## src/rtl/false_lock_detector_pkg.sv

```systemverilog
// Shared FSM state encodings and magnitude constants for the false-lock detector.
package false_lock_detector_pkg;

  typedef enum logic [2:0] {
    ST_IDLE       = 3'd0,
    ST_MONITOR    = 3'd1,
    ST_DWELL      = 3'd2,
    ST_FALSE_LOCK = 3'd3,
    ST_RECOVER    = 3'd4
  } fl_state_e;

  localparam logic [15:0] MAG_SAT     = 16'h7FFF;
  localparam logic [15:0] MAG_MOST_NEG = 16'h8000;

endpackage

```

## src/rtl/false_lock_detector_leaky_mag_filter.sv

```systemverilog
// Two-stage leaky integrator of |freqError|: stage 1 takes the magnitude and the
// error against the running average, stage 2 applies the Q0.16 gain and clamps.
module leaky_mag_filter
  import false_lock_detector_pkg::*;
(
  input  logic        clk,
  input  logic        reset_n,
  input  logic        sync_i,
  input  logic [15:0] freq_error_i,
  input  logic [15:0] alpha_i,
  output logic [15:0] avg_mag_o,
  output logic        avg_valid_o
);

  logic [15:0]        mag;
  logic signed [16:0] diff_d, diff_q;
  logic               mag_valid_q, avg_valid_q;
  logic [15:0]        avg_d, avg_q;
  logic signed [33:0] prod, step, sum;

  always_comb begin
    if (freq_error_i == MAG_MOST_NEG) mag = MAG_SAT;
    else if (freq_error_i[15])        mag = 16'(-freq_error_i);
    else                              mag = freq_error_i;
  end

  assign diff_d = $signed({1'b0, mag}) - $signed({1'b0, avg_q});

  // Arithmetic shift rounds the step toward -inf, so a decaying average can reach 0.
  always_comb begin
    prod = $signed({{17{diff_q[16]}}, diff_q}) * $signed({18'b0, alpha_i});
    step = prod >>> 16;
    sum  = $signed({18'b0, avg_q}) + step;
    if (sum < 0)                  avg_d = '0;
    else if (sum > 34'sd65535)    avg_d = '1;
    else                          avg_d = sum[15:0];
  end

  always_ff @(posedge clk or negedge reset_n) begin
    if (!reset_n) begin
      diff_q      <= '0;
      mag_valid_q <= 1'b0;
      avg_valid_q <= 1'b0;
      avg_q       <= '0;
    end else begin
      if (sync_i) diff_q <= diff_d;
      mag_valid_q <= sync_i;
      avg_valid_q <= mag_valid_q;
      if (mag_valid_q) avg_q <= avg_d;
    end
  end

  assign avg_mag_o   = avg_q;
  assign avg_valid_o = avg_valid_q;

endmodule

```

## src/rtl/false_lock_detector.sv

```systemverilog
// False-lock detector: filtered error magnitude vs threshold with dwell/recover FSM.
// Optional FALSE_LOCK_STATS_EN adds clearStats / falseLockCount.
module false_lock_detector
  import false_lock_detector_pkg::*;
#(
  parameter int unsigned DWELL_COUNT = 64,
  parameter int unsigned RESET_PULSE = 8,
  parameter int unsigned CNT_W       = 8
) (
  input  logic        clk,
  input  logic        reset_n,
  input  logic        sync,
  input  logic [15:0] freqError,
  input  logic        carrierLock,
  input  logic [15:0] falseLockAlpha,
  input  logic [15:0] falseLockThreshold,
  output logic [15:0] avgMag,
  output logic        highFreqOffset,
  output logic        loopReset
`ifdef FALSE_LOCK_STATS_EN
  ,
  input  logic        clearStats,
  output logic [15:0] falseLockCount
`endif
);

  localparam int unsigned PW = $clog2(RESET_PULSE + 1);
  localparam logic [CNT_W-1:0] DWELL_LAST = CNT_W'(DWELL_COUNT);
  localparam logic [PW-1:0]    PULSE_LAST = PW'(RESET_PULSE - 1);

  logic       avg_valid;
  logic       above, below;
  fl_state_e  state_q, state_d;
  logic [CNT_W-1:0] cnt_q, cnt_d, cnt_inc;
  logic [PW-1:0]    pcnt_q, pcnt_d;
  logic       hfo_q, hfo_d, lr_q, lr_d;

  leaky_mag_filter u_filter (
    .clk          (clk),
    .reset_n      (reset_n),
    .sync_i       (sync),
    .freq_error_i (freqError),
    .alpha_i      (falseLockAlpha),
    .avg_mag_o    (avgMag),
    .avg_valid_o  (avg_valid)
  );

  assign above   = avg_valid && (avgMag > falseLockThreshold);
  assign below   = avg_valid && (avgMag < (falseLockThreshold >> 1));
  assign cnt_inc = cnt_q + 1'b1;

  // FALSE_LOCK is checked before lock loss so the reset pulse always completes.
  always_comb begin
    state_d = state_q;
    cnt_d   = cnt_q;
    pcnt_d  = '0;
    if (state_q == ST_FALSE_LOCK) begin
      if (pcnt_q == PULSE_LAST) begin
        cnt_d   = '0;
        state_d = carrierLock ? ST_RECOVER : ST_IDLE;
      end else begin
        pcnt_d = pcnt_q + 1'b1;
      end
    end else if (!carrierLock) begin
      state_d = ST_IDLE;
      cnt_d   = '0;
    end else begin
      case (state_q)
        ST_IDLE: begin
          cnt_d   = '0;
          state_d = ST_MONITOR;
        end
        ST_MONITOR: begin
          if (above) begin
            cnt_d   = CNT_W'(1);
            state_d = (DWELL_LAST == CNT_W'(1)) ? ST_FALSE_LOCK : ST_DWELL;
          end
        end
        ST_DWELL: begin
          if (avg_valid) begin
            if (above) begin
              cnt_d = cnt_inc;
              if (cnt_inc == DWELL_LAST) state_d = ST_FALSE_LOCK;
            end else begin
              cnt_d   = '0;
              state_d = ST_MONITOR;
            end
          end
        end
        ST_RECOVER: begin
          if (avg_valid) begin
            if (below) begin
              cnt_d = cnt_inc;
              if (cnt_inc == DWELL_LAST) begin
                cnt_d   = '0;
                state_d = ST_MONITOR;
              end
            end else begin
              cnt_d = '0;
            end
          end
        end
        default: state_d = ST_IDLE;
      endcase
    end
    hfo_d = (state_d == ST_FALSE_LOCK) || (state_d == ST_RECOVER);
    lr_d  = (state_d == ST_FALSE_LOCK);
  end

  always_ff @(posedge clk or negedge reset_n) begin
    if (!reset_n) begin
      state_q <= ST_IDLE;
      cnt_q   <= '0;
      pcnt_q  <= '0;
      hfo_q   <= 1'b0;
      lr_q    <= 1'b0;
    end else begin
      state_q <= state_d;
      cnt_q   <= cnt_d;
      pcnt_q  <= pcnt_d;
      hfo_q   <= hfo_d;
      lr_q    <= lr_d;
    end
  end

  assign highFreqOffset = hfo_q;
  assign loopReset      = lr_q;

`ifdef FALSE_LOCK_STATS_EN
  logic [15:0] stats_q;

  always_ff @(posedge clk or negedge reset_n) begin
    if (!reset_n) begin
      stats_q <= '0;
    end else if (clearStats) begin
      stats_q <= '0;
    end else if ((state_d == ST_FALSE_LOCK) && (state_q != ST_FALSE_LOCK) && (stats_q != 16'hFFFF)) begin
      stats_q <= stats_q + 16'd1;
    end
  end

  assign falseLockCount = stats_q;
`endif

endmodule

```

## config.mk

```make
export PLATFORM = sky130hd
export DESIGN_NAME = false_lock_detector
export DESIGN_NICKNAME = d
export VERILOG_FILES = /design/src/rtl/false_lock_detector_pkg.sv /design/src/rtl/false_lock_detector_leaky_mag_filter.sv /design/src/rtl/false_lock_detector.sv
export SDC_FILE = /design/constraint.sdc
export NUM_CORES = 1
export LEC_CHECK = 0
export CAP_MARGIN = 30
export CORE_MARGIN = 4
export CORE_UTILIZATION = 49
export DETAILED_ROUTE_END_ITERATION = 16
export GPL_TIMING_DRIVEN = 0
export PLACE_DENSITY = 0.67
export SYNTH_ARGS = -nofsm -noshare
export SYNTH_HDL_FRONTEND = slang
export SYNTH_SLANG_ARGS = --single-unit
```

## constraint.sdc

```tcl
create_clock -name clk -period 10.9 [get_ports clk]
set_clock_uncertainty 0.05 [all_clocks]
set_input_delay 2.18 -clock clk [delete_from_list [all_inputs] [get_ports clk]]
set_output_delay 2.18 -clock clk [all_outputs]
set_load 0.01 [all_outputs]
```

Word level (Yosys, flattened, before mapping)

Index checks and enable logic that the tools add are counted.
Widths: inputs -> output; s select.

Word-level logic and storage cells: 66
Flip-flop bits (word level): 52

Eq/ne operators: 14
Reductions and logical operators: 5
Mux-type cells: 28
Add/sub/neg operators: 5
$mul: 1
Order comparisons: 4

Operators by type and width:

| kind                 | number |
|---|---|
| $mux 8               | 9 |
| $mux 16              | 4 |
| $gt 34x17->1 const B | 1 |
| $lt 34x1->1 const B  | 1 |
| $mul 17x17->34       | 1 |
| $mux 3               | 11 |
| $pmux 8 s4           | 1 |
| $add 17x18->19       | 1 |
| $sub 16x16->17       | 1 |
| $eq 16x16->1 const B | 1 |
| $gt 16x16->1         | 1 |
| $lt 16x15->1         | 1 |
| $neg 16->16          | 1 |
| $pmux 3 s4           | 1 |
| $eq 3x2->1 const B   | 3 |
| $add 8x1->8 const B  | 1 |
| $eq 8x7->1 const B   | 1 |
| $mux 4               | 2 |
| $ne 4x3->1 const B   | 2 |
| $eq 3x3->1 const B   | 2 |
| $ne 6x1->1 const B   | 1 |
| $reduce_and 5->1     | 1 |
| $add 4x1->4 const B  | 1 |
| $eq 4x3->1 const B   | 1 |
| other kinds (6)      | 7 |

Longest topological paths before layout

Gate-level depths: netlist of run 1.

Depth in word-level cells: 10
Depth in mapped cells: 37
Gate-level depth less buffers: 34

By module

From an unflattened synthesis of run 1, not the netlist that was laid out.

Cell total of the unflattened synthesis: 1685
Area, all modules: 14923.1 µm²

Modules (own cells, without submodules):

| module              | cells each | sequential area each (µm²) | times used | area each (µm²) |
|---|---|---|---|---|
| leaky_mag_filter    | 1461       | 875.8                      | 1          | 13081.3 |
| false_lock_detector | 224        | 425.4                      | 1          | 1841.8 |

Worst setup path after synthesis of run 1

No wires, ideal clock.

Path kind: input-to-reg
From: input port falseLockAlpha[10]
To: register u_filter.avg_q[11], in the netlist u_filter.avg_mag_o[11]
Setup time: 140 ps
Cell stages on the path: 33
Setup slack: 1024 ps
Data arrival time: 9686 ps
Data required time: 10710 ps
Buffers on the path: 3
Cell sequence: clkbuf_1 -> clkbuf_1 -> nand2_1 -> fa_1 -> inv_1 -> fa_1 -> fa_1 -> fa_1 -> fa_1 -> inv_1 -> fa_1 -> inv_1 -> ha_1 -> a21o_1 -> a21o_1 -> a21o_1 -> nor3_4 -> a211oi_4 -> or2_2 -> a21o_1 -> a21oi_1 -> xnor2_1 -> ha_1 -> o21a_1 -> o21ai_0 -> a21oi_1 -> o41ai_2 -> nand4_1 -> a21oi_1 -> o22ai_2 -> nand4b_4 -> buf_8 -> o221ai_2

Longest elaborated chain between the ends: 5
Elaborated cells on any way between the ends: 6
Classes of those cells: 1 x add/sub; 1 x mul; 2 x order compare; 2 x mux

Ends and longest elaborated chain:

| element              | RTL line                                   | text |
|---|---|---|
| from (decl)          | false_lock_detector.sv:15                  | `input logic [15:0] falseLockAlpha,` |
| $mul 17x17->34 *     | false_lock_detector_leaky_mag_filter.sv:31 | `prod = $signed({{17{diff_q[16]}}, diff_q}) * $signed({18'b0, alpha_i});` |
| $add 17x18->19 *     | false_lock_detector_leaky_mag_filter.sv:33 | `sum = $signed({18'b0, avg_q}) + step;` |
| $gt 34x17->1         | false_lock_detector_leaky_mag_filter.sv:35 | `else if (sum > 34'sd65535) avg_d = '1;` |
| $mux 16              | false_lock_detector_leaky_mag_filter.sv:35 |  |
| $mux 16 *            | false_lock_detector_leaky_mag_filter.sv:34 | `if (sum < 0) avg_d = '0;` |
| to (signal assigned) | false_lock_detector_leaky_mag_filter.sv:49 | `if (mag_valid_q) avg_q <= avg_d;` |
| to (decl)            | false_lock_detector_leaky_mag_filter.sv:18 | `logic [15:0] avg_d, avg_q;` |

Every way passes the cells marked *; elsewhere a longest branch is shown, timed or not.
A chain may end at the register's enable or synchronous reset.

Worst setup path in the final report of run 1

From: input port falseLockAlpha[13]
To: register u_filter.avg_q[14], in the netlist u_filter.avg_mag_o[14]

Same word-level chain as after synthesis.

==> impl_metrics.csv, run 1 <==
group,metric,value,unit
layout,layout.nets,2230,
synthesis,synth_area_leaders,"fa_1 (37%), ha_1 (13%), inv_1 (9.7%), dfrtp_1 (8.7%), and2_1 (4.9%)",
setup_path,endpoint_kind,"flip-flop",
synthesis,ys_seq_area_share,8.67,%
route,viasPerCell,5.40,
die,floorplan.rows,63,
die,die_h,183,um
route,ant_nets,0,
setup_path,worst_setup_path_start_kind,"primary input",
grt,grt_pass1_vias,12400,
grt,grt_usage,23.7,%
synthesis,synth_top_area_share,37.2,%
route,via_count,11600,
grt,top_usage_layer,"met2",
sta,setup_viol,0,
synthesis,ys_seq_elements,52,
grt,grt_overflow,0,
setup_path,arrival,10.68,ns
grt,antenna_found_initial,0,
route,wl,38200,um
clocking,root_buffer,"clkbuf_16",
grt,grt_util_met2,41.2,%
route,drc,0,
setup_path,slowest_stage,"fa_1",
grt,grt_max_degree,32,
clocking,cts_made_buffers,5,
grt,met3_usage,1.71,%
die,pin_count,70,
synthesis,synthArstFlopShare,100,%
setup_path,critPathMaxFanout,10,
clocking,clk_pin_slew,0.07,ns
synthesis,synth_nets,2153,
outcome,status,"completed",
die,initial_core_util,50.1,%
clocking,htreeDepth,2,
layout,fin_util,54.9,%
route,drt_iter0_markers,761,
sta,period_needed,10.58,ns
sta,fin_crit_sh,97.1,%
synthesis,yosys_warnings,0,
setup_path,crit_top_cell,"fa_1",
setup_path,cpPeakStageDelay,0.58,ns
clocking,insertion_delay,0.30,ns
route,post_drt_wl_per_cell,17.8,um
setup_path,required,11.00,ns
sta,slew_viol_final,0,
synthesis,ys_types,71,
synthesis,ys.flop_type,"dfrtp_1",
die,core-area,30000,um2
grt,gr-usage-met1,32.1,%
synthesis,synth_area,15000,um2
sta,worst_pin_slew,0.796,ns
die,dieArea,33500,um2
sta,fmax,0.0945,GHz
die,die_x,183,um
layout,area_delta_synth_final,9.45,%
setup_path,critical_path_class,"in -> reg",
layout,postLayoutCellArea,16400,um2
clocking,cts_hold_buf,0,
placement,place.gp.congestion,0.883,
layout,n_antenna_cell,0,
sta,slew_headroom,46.9,%
sta,hold_viol,0,
placement,portBuffers,65,
synthesis,synth_cells,1672,
clocking,cts_tree,"built",
placement,dpl_cell_area,16200,um2
synthesis,synth_top_area_cell,"fa_1",
layout,drive_above_1_share,4.86,%
clocking,clock_path_buffers,2,
worst_hold_path,hold_path_class,"reg -> reg",
route,firstDrtPassIters,5,
grt,grt_pass1_wl,63900,um
run,cap_viol_max_count,0,
synthesis,synth_edf_count,0,
clocking,cts_sinks,52,
placement,hpwl,32600,um
synthesis,postSynthAreaPerCell,8.98,um2
==> Yosys cell counts (all sizes together), types with 26 or more instances <==
cell / n
a21oi: 44
and2: 118
clkbuf: 48
dfrtp: 52
fa: 279
ha: 150
inv: 389
nand2: 196
nand3: 26
nor2: 53
o21ai: 29
xnor2: 30
xor2: 26
==> state kept, by name, indices dropped and copies added, names as in the netlist <==
name                  cells
pcnt_q                    4
state_q                   3
u_filter.avg_valid_o      1
u_filter.mag_valid_q      1
u_filter.avg_mag_o       16
highFreqOffset            1
cnt_q                     8
u_filter.diff_q          17
loopReset                 1
==> metal layers <==
metal	share of wire, %	wire length [um]
met1	43	16200
met2	50	19000
met3	4.5	1730
met4	3.2	1220
met5	0	0
==> through the flow <==
stage                     TNS, ns  instances  worst slack [ns]  hold WS, ns
after floorplan                 0       1672              1.02        0.299
after global placement     -10.45       2127            -0.732        0.304
after detailed placement   -11.37       2128            -0.789        0.312
after CTS                       0       2136           0.00272        0.330
after global routing      -0.0555       2140           -0.0254        0.342
final                           0       2140             0.321        0.331
==> kinds of logic (layout without fill, tap and decap cells) <==
kind of cell / Yosys count / count (layout) / share of synthesized area (%)
AND/OR/NAND/NOR: 475 / 475 / 15.9
buffers and inverters: 440 / 518 / 11.1
adder cells (fa/ha/maj): 429 / 429 / 49.7
AO/OA/AOI/OAI: 205 / 205 / 10.2
XOR/XNOR: 56 / 56 / 3.27
flip-flops: 52 / 52 / 8.67
multiplexers: 15 / 15 / 1.10
==> timing repair <==
item / in CTS / in global routing
setup buffers: 0 / 4
pin swaps: 0 / 4
gates resized for setup: 21 / 39
setup endpoints to repair: 16 / 16
==> cells in the final DEF (no fill, tap or decap), drive strengths merged, types with 6 or more instances in the layout <==
| master | instances |
|---|---|
| nor3 | 9 |
| nand2b | 11 |
| nand3 | 26 |
| o221ai | 15 |
| clkbuf | 52 |
| dlymetal6s2s | 6 |
| o21a | 17 |
| nor2 | 53 |
| and2 | 118 |
| inv | 389 |
| xnor2 | 30 |
| nand2 | 196 |
| dfrtp | 52 |
| and3 | 9 |
| a21o | 19 |
| o211ai | 6 |
| fa | 279 |
| nor2b | 16 |
| a21oi | 44 |
| o2111ai | 6 |
| clkdlybuf4s50 | 53 |
| mux2 | 12 |
| xor2 | 26 |
| ha | 150 |
| buf | 13 |
| a31oi | 17 |
| o21ai | 29 |
| nand4 | 13 |
| a211oi | 6 |
==> worst paths after layout <==
check | startpoint | end | slack [ns] | cells after the start
worst max-delay path | falseLockAlpha[13] | u_filter.avg_mag_o[14] | 0.32 | 34
worst min-delay path | u_filter.mag_valid_q | u_filter.avg_valid_o | 0.33 | 0
worst max register to register | u_filter.diff_q[6] | u_filter.avg_mag_o[14] | 1.74 | 32
worst min register to register | u_filter.mag_valid_q | u_filter.avg_valid_o | 0.33 | 0
max in group asynchronous | reset_n | u_filter.diff_q[14] | 8.38 | 2
min in group asynchronous | reset_n | state_q[1] | 1.82 | 1
==> cell type report <==
type	instances	area (um2)
inverters	389	1460
repair buffers	70	712
multi-input cells	1180	12100
fillers	2740	13500
plain buffers	51	245
clock inverters	2	35.0
clock buffers	6	129
flip-flops and latches	52	1300
well taps	390	488
==> worst max-delay path, delay by kind of cell <==
| kind | cells | cell delay [ns] |
|---|---|---|
| AOI/OAI and AO/OA | 13 | 2.29 |
| xor gates and xnor gates | 1 | 0.17 |
| buffers and inverters | 7 | 1.23 |
| adders and majority gates | 8 | 3.90 |
| and+or+nand+nor | 5 | 0.88 |
Power of run 1 is left out: the tool's default activity adds up to more than one toggle a clock period on the data nets, which glitch-free logic cannot reach.
==> run 2: changes to the inputs <==
--- a/config.mk
+++ b/config.mk
@@ -6,11 +6,14 @@
 export NUM_CORES = 1
 export LEC_CHECK = 0
 export CAP_MARGIN = 30
+export CELL_PAD_IN_SITES_DETAIL_PLACEMENT = 1
+export CELL_PAD_IN_SITES_GLOBAL_PLACEMENT = 1
 export CORE_MARGIN = 4
 export CORE_UTILIZATION = 49
 export DETAILED_ROUTE_END_ITERATION = 16
+export DONT_BUFFER_PORTS = 1
 export GPL_TIMING_DRIVEN = 0
-export PLACE_DENSITY = 0.67
+export PLACE_DENSITY_LB_ADDON = 0.1
 export SYNTH_ARGS = -nofsm -noshare
 export SYNTH_HDL_FRONTEND = slang
 export SYNTH_SLANG_ARGS = --single-unit
==> run 2 against run 1 <==
Effect of this change: global-route usage increased by 2.2 points; via count decreased by 1.7%; core utilization decreased by 2.5 points; setup slack improved by 0.055 ns; critical path depth increased by 1; sequential share of layout area increased by 0.37 points; critical endpoint is now u_filter.avg_mag_o[9]; largest cell class unchanged.
==> impl_metrics.csv, run 2 (synthesized netlist as in run 1, its figures left out) <==
group,metric,value,unit
grt,grt_overflow,0,
die,dieArea,33500,um2
worst_hold_path,hold_path_class,"reg -> reg",
sta,fin_ws,0.376,ns
grt,grt_usage,25.9,%
sta,setup_viol,0,
placement,place.gp.congestion,0.855,
setup_path,critPathCapture,"u_filter.avg_mag_o[9]",
route,dr_wl_met3,2150,um
run,cap_viol_max_count,0,
route,drt_iter0_markers,420,
grt,grt_pass1_wl,69100,um
route,post_drt_wl_per_cell,20.1,um
sta,worst_pin_slew,0.801,ns
die,core-area,30000,um2
setup_path,startpoint,"falseLockAlpha[9]",
placement,hpwl,36200,um
placement,portBuffers,0,
grt,antenna_found_initial,2,
die,die_h,183,um
clocking,cts_tree,"built",
clocking,cts_hold_buf,0,
setup_path,critical_path_class,"in -> reg",
sta,period_needed,10.52,ns
setup_path,r2r_cells,33,
setup_path,rr_startpoint,"u_filter.diff_q[8]",
clocking,clk_pin_slew,0.07,ns
route,wl_met2,20100,um
route,firstDrtPassIters,4,
setup_path,cpPeakStageDelay,0.56,ns
sta,slew_headroom,46.6,%
setup_path,worst_setup_path_start_kind,"primary input",
placement,post-place-ws,-0.414,ns
layout,drive_above_1_share,3.98,%
sta,hold_viol,0,
layout,largest-register,"u_filter.diff_q",
setup_path,r2r_slack,1.42,ns
layout,layout_common_cells,"inv_1 (389), fa_1 (279), nand2_1 (194)",
sta,slew_viol_final,0,
route,via_count,11400,
clocking,htreeDepth,2,
clocking,insertion_delay,0.30,ns
grt,grt_pass1_vias,12700,
layout,largest_reg_flops,17,
route,wl_met1,18600,um
layout,final_common_cell,"inv_1",
clocking,cts_sinks,52,
grt,grt_max_degree,53,
setup_path,slowest_stage,"fa_1",
sta,fmax,0.0950,GHz
setup_path,required,11.06,ns
setup_path,critPathMaxFanout,10,
clocking,cts_made_buffers,5,
setup_path,crit_top_cell,"fa_1",
die,die_x,183,um
route,drc,0,
setup_path,endpoint_kind,"flip-flop",
die,floorplan.rows,63,
clocking,clock_path_buffers,2,
route,top_layer_used,"met4",
die,pin_count,70,
route,viasPerCell,5.48,
sta,fin_crit_sh,96.5,%
clocking,root_buffer,"clkbuf_16",
outcome,status,"completed",
layout,layout.nets,2162,
layout,fin_util,52.4,%
setup_path,timing.rr.end,"u_filter.avg_mag_o[9]",
layout,area_delta_synth_final,4.53,%
die,initial_core_util,50.1,%
setup_path,arrival,10.69,ns
route,wl,41600,um
route,ant_nets,0,
## run 2: changes by cell type in the layout (fill, tap and decap cells not counted), moves of 4 or more
cell,delta
clkbuf_2,-6
buf_2,-4
dlymetal6s2s_1,-6
clkbuf_4,-4
clkbuf_1,+8
clkdlybuf4s50_1,-53
## run 2: cell type report
class	instances	area (um2)
well taps	390	488
plain buffers	51	225
repair buffers	2	15.0
inverters	389	1460
clock inverters	2	15.0
diodes	1	2.50
clock buffers	6	139
fillers	3548	14300
multi-input cells	1180	12000
flip-flops and latches	52	1300
## run 2: worst max-delay path: cells and delay by family
kind	cells	cell delay (ns)
AOI/OAI and AO/OA	14	2.81
xor gates and xnor gates	1	0.18
adders and majority gates	8	3.71
buffers and inverters	7	1.11
and+or+nand+nor	5	0.69
## run 2: layer usage
layer | track usage, % | vias up
li1 | - | 5216
met1 | 35.7 | 5867
met2 | 44.1 | 229
met3 | 3.91 | 49
met4 | 4.74 | 0
met5 | 0 | -
## run 2: how the worst min path moves through the flow
| stage | from | to | slack, ns | cells past startpoint |
|---|---|---|---|---|
| 2_1_floorplan | u_filter.mag_valid_q | u_filter.avg_valid_o | 0.30 | 0 |
| 5_1_grt | u_filter.mag_valid_q | u_filter.avg_valid_o | 0.34 | 0 |
| 4_1_cts | u_filter.mag_valid_q | u_filter.avg_valid_o | 0.33 | 0 |
| 3_3_place_gp | u_filter.mag_valid_q | u_filter.avg_valid_o | 0.30 | 0 |
| 6_report | u_filter.mag_valid_q | u_filter.avg_valid_o | 0.33 | 0 |
| 3_5_place_dp | u_filter.mag_valid_q | u_filter.avg_valid_o | 0.31 | 0 |
## run 2: repair_timing
| item | 4_1_cts | 5_1_grt |
|---|---|---|
| setup endpoints to repair | 10 | 16 |
| cloned | 0 | 0 |
| pin swaps | 0 | 2 |
| gates resized for setup | 3 | 20 |
| setup buffers | 0 | 2 |
## run 2: metrics by stage
stage / hold WS (ns) / std cells / instance area, um2 / TNS (ns)
2_1_floorplan: 0.299 / 1672 / 15000 / 0
3_3_place_gp: 0.304 / 2062 / 15500 / -3.29
3_5_place_dp: 0.314 / 2062 / 15500 / -5.48
4_1_cts: 0.331 / 2070 / 15700 / 0
5_1_grt: 0.336 / 2072 / 15700 / -0.147
6_report: 0.328 / 2073 / 15700 / 0
Power of run 2 is left out for the same reason.
==> run 3: changes to the inputs <==
--- a/config.mk
+++ b/config.mk
@@ -8,7 +8,7 @@
 export CAP_MARGIN = 30
 export CELL_PAD_IN_SITES_DETAIL_PLACEMENT = 1
 export CELL_PAD_IN_SITES_GLOBAL_PLACEMENT = 1
-export CORE_MARGIN = 4
+export CORE_MARGIN = 1
 export CORE_UTILIZATION = 49
 export DETAILED_ROUTE_END_ITERATION = 16
 export DONT_BUFFER_PORTS = 1
==> run 3 against run 2 <==
Effect of this change: setup slack improved by 0.013 ns; critical path depth shrank 2; global-route usage rose by 3.3 points; sequential share of layout area barely moved; count of clock-buffer cells in the layout shrank 1; cell area increased by 0.17%; critical path type unchanged.
==> impl_metrics.csv, run 3 (synthesized netlist as in run 1, its figures left out) <==
group,metric,value,unit
outcome,status,"completed",
setup_path,cpPeakStageDelay,0.58,ns
clocking,clock_path_buffers,2,
die,floorplan.rows,63,
setup_path,critical_path_class,"in -> reg",
sta,slew_viol_final,0,
layout,drive_above_1_share,3.93,%
route,via_count,11400,
layout,final_common_cell,"inv_1",
layout,fill_cells,3521,
layout,postLayoutCellArea,15700,um2
sta,fin_crit_sh,96.4,%
layout,layout.nets,2161,
setup_path,worst_setup_path_start_kind,"primary input",
route,ant_nets,0,
setup_path,critical-path-top-delay-family,"adder cells",
clocking,insertion_delay,0.29,ns
sta,slew_headroom,43.0,%
layout,n_antenna_cell,0,
clocking,cts_hold_buf,0,
route,post_drt_wl_per_cell,20.3,um
route,drc,0,
placement,dpl_cell_area,15500,um2
setup_path,crit_buf_inv,5,
worst_hold_path,hold_path_class,"reg -> reg",
setup_path,endpoint_kind,"flip-flop",
route,drt_iter0_markers,430,
die,die_x,177,um
grt,grt_max_degree,53,
die,core-area,29900,um2
setup_path,critPathMaxFanout,10,
sta,hold_viol,0,
grt,grt_pass1_vias,13100,
layout,fin_util,52.6,%
grt,grt_pass1_wl,70500,um
clocking,htreeDepth,2,
route,viasPerCell,5.49,
sta,period_needed,10.51,ns
sta,worst_pin_slew,0.855,ns
clocking,root_buffer,"clkbuf_16",
setup_path,arrival,10.67,ns
die,initial_core_util,50.2,%
sta,fmax,0.0951,GHz
layout,largest-register,"u_filter.diff_q",
layout,largest_reg_flops,17,
setup_path,slowest_stage,"fa_1",
sta,tns,0,ns
layout,layout_common_cells,"inv_1 (389), fa_1 (279), nand2_1 (194)",
placement,hpwl,36500,um
grt,antenna_found_initial,0,
route,firstDrtPassIters,5,
route,wl,42000,um
placement,place.gp.congestion,0.899,
placement,portBuffers,0,
grt,grt_usage,29.2,%
sta,setup_viol,0,
clocking,cts_sinks,52,
setup_path,required,11.06,ns
die,pin_count,70,
layout,area_delta_synth_final,4.71,%
die,die_h,177,um
setup_path,crit_top_cell,"fa_1",
clocking,cts_tree,"built",
clocking,clk_pin_slew,0.07,ns
grt,grt_overflow,0,
run,cap_viol_max_count,0,
clocking,cts_made_buffers,5,
die,dieArea,31300,um2
-- run 3: area by class of cell --
type                    instances  area, um2  area share (%)
well taps                     390        488            3.10
plain buffers                  51        229            1.46
clock buffers                   5        125           0.796
flip-flops and latches         52       1300            8.28
inverters                     389       1460            9.29
clock inverters                 2       60.1           0.382
repair buffers                  1       7.51          0.0478
multi-input cells            1180      12000            76.6
-- run 3: path summary, 6_finish.rpt --
path	cells after the start	from	slack, ns	to
max reg2reg	32	u_filter.diff_q[7]	1.42	u_filter.avg_mag_o[5]
min reg2reg	0	u_filter.mag_valid_q	0.33	u_filter.avg_valid_o
max in group asynchronous	0	reset_n	9.15	pcnt_q[3]
max	33	falseLockAlpha[10]	0.39	u_filter.avg_mag_o[5]
min	0	u_filter.mag_valid_q	0.33	u_filter.avg_valid_o
min in group asynchronous	0	reset_n	1.52	u_filter.avg_mag_o[9]
-- run 3: through the flow --
| step | cells | setup WS, ns | hold WS (ns) |
|---|---|---|---|
| floorplan | 1672 | 1.02 | 0.299 |
| global placement | 2062 | -0.255 | 0.303 |
| detailed placement | 2062 | -0.440 | 0.312 |
| CTS | 2069 | 0.00453 | 0.329 |
| global route | 2070 | -0.0157 | 0.348 |
| finish | 2070 | 0.389 | 0.327 |
-- run 3: what timing repair did --
item | 4_1_cts | 5_1_grt
cloned | 0 | 0
pin swaps | 0 | 1
setup buffers | 0 | 1
endpoints found under the hold margin | 0 | 0
gates resized for setup | 4 | 21
endpoints found under the setup margin | 16 | 16
-- run 3: per-layer routing --
layer	part of all wire, %	vias up	GRT usage (%)
met4	1.9	0	5.39
met2	50	232	50.1
li1	-	5215	-
met5	0	-	0
met3	4.7	40	3.24
met1	44	5876	39.9
Power of run 3 is left out for the same reason.
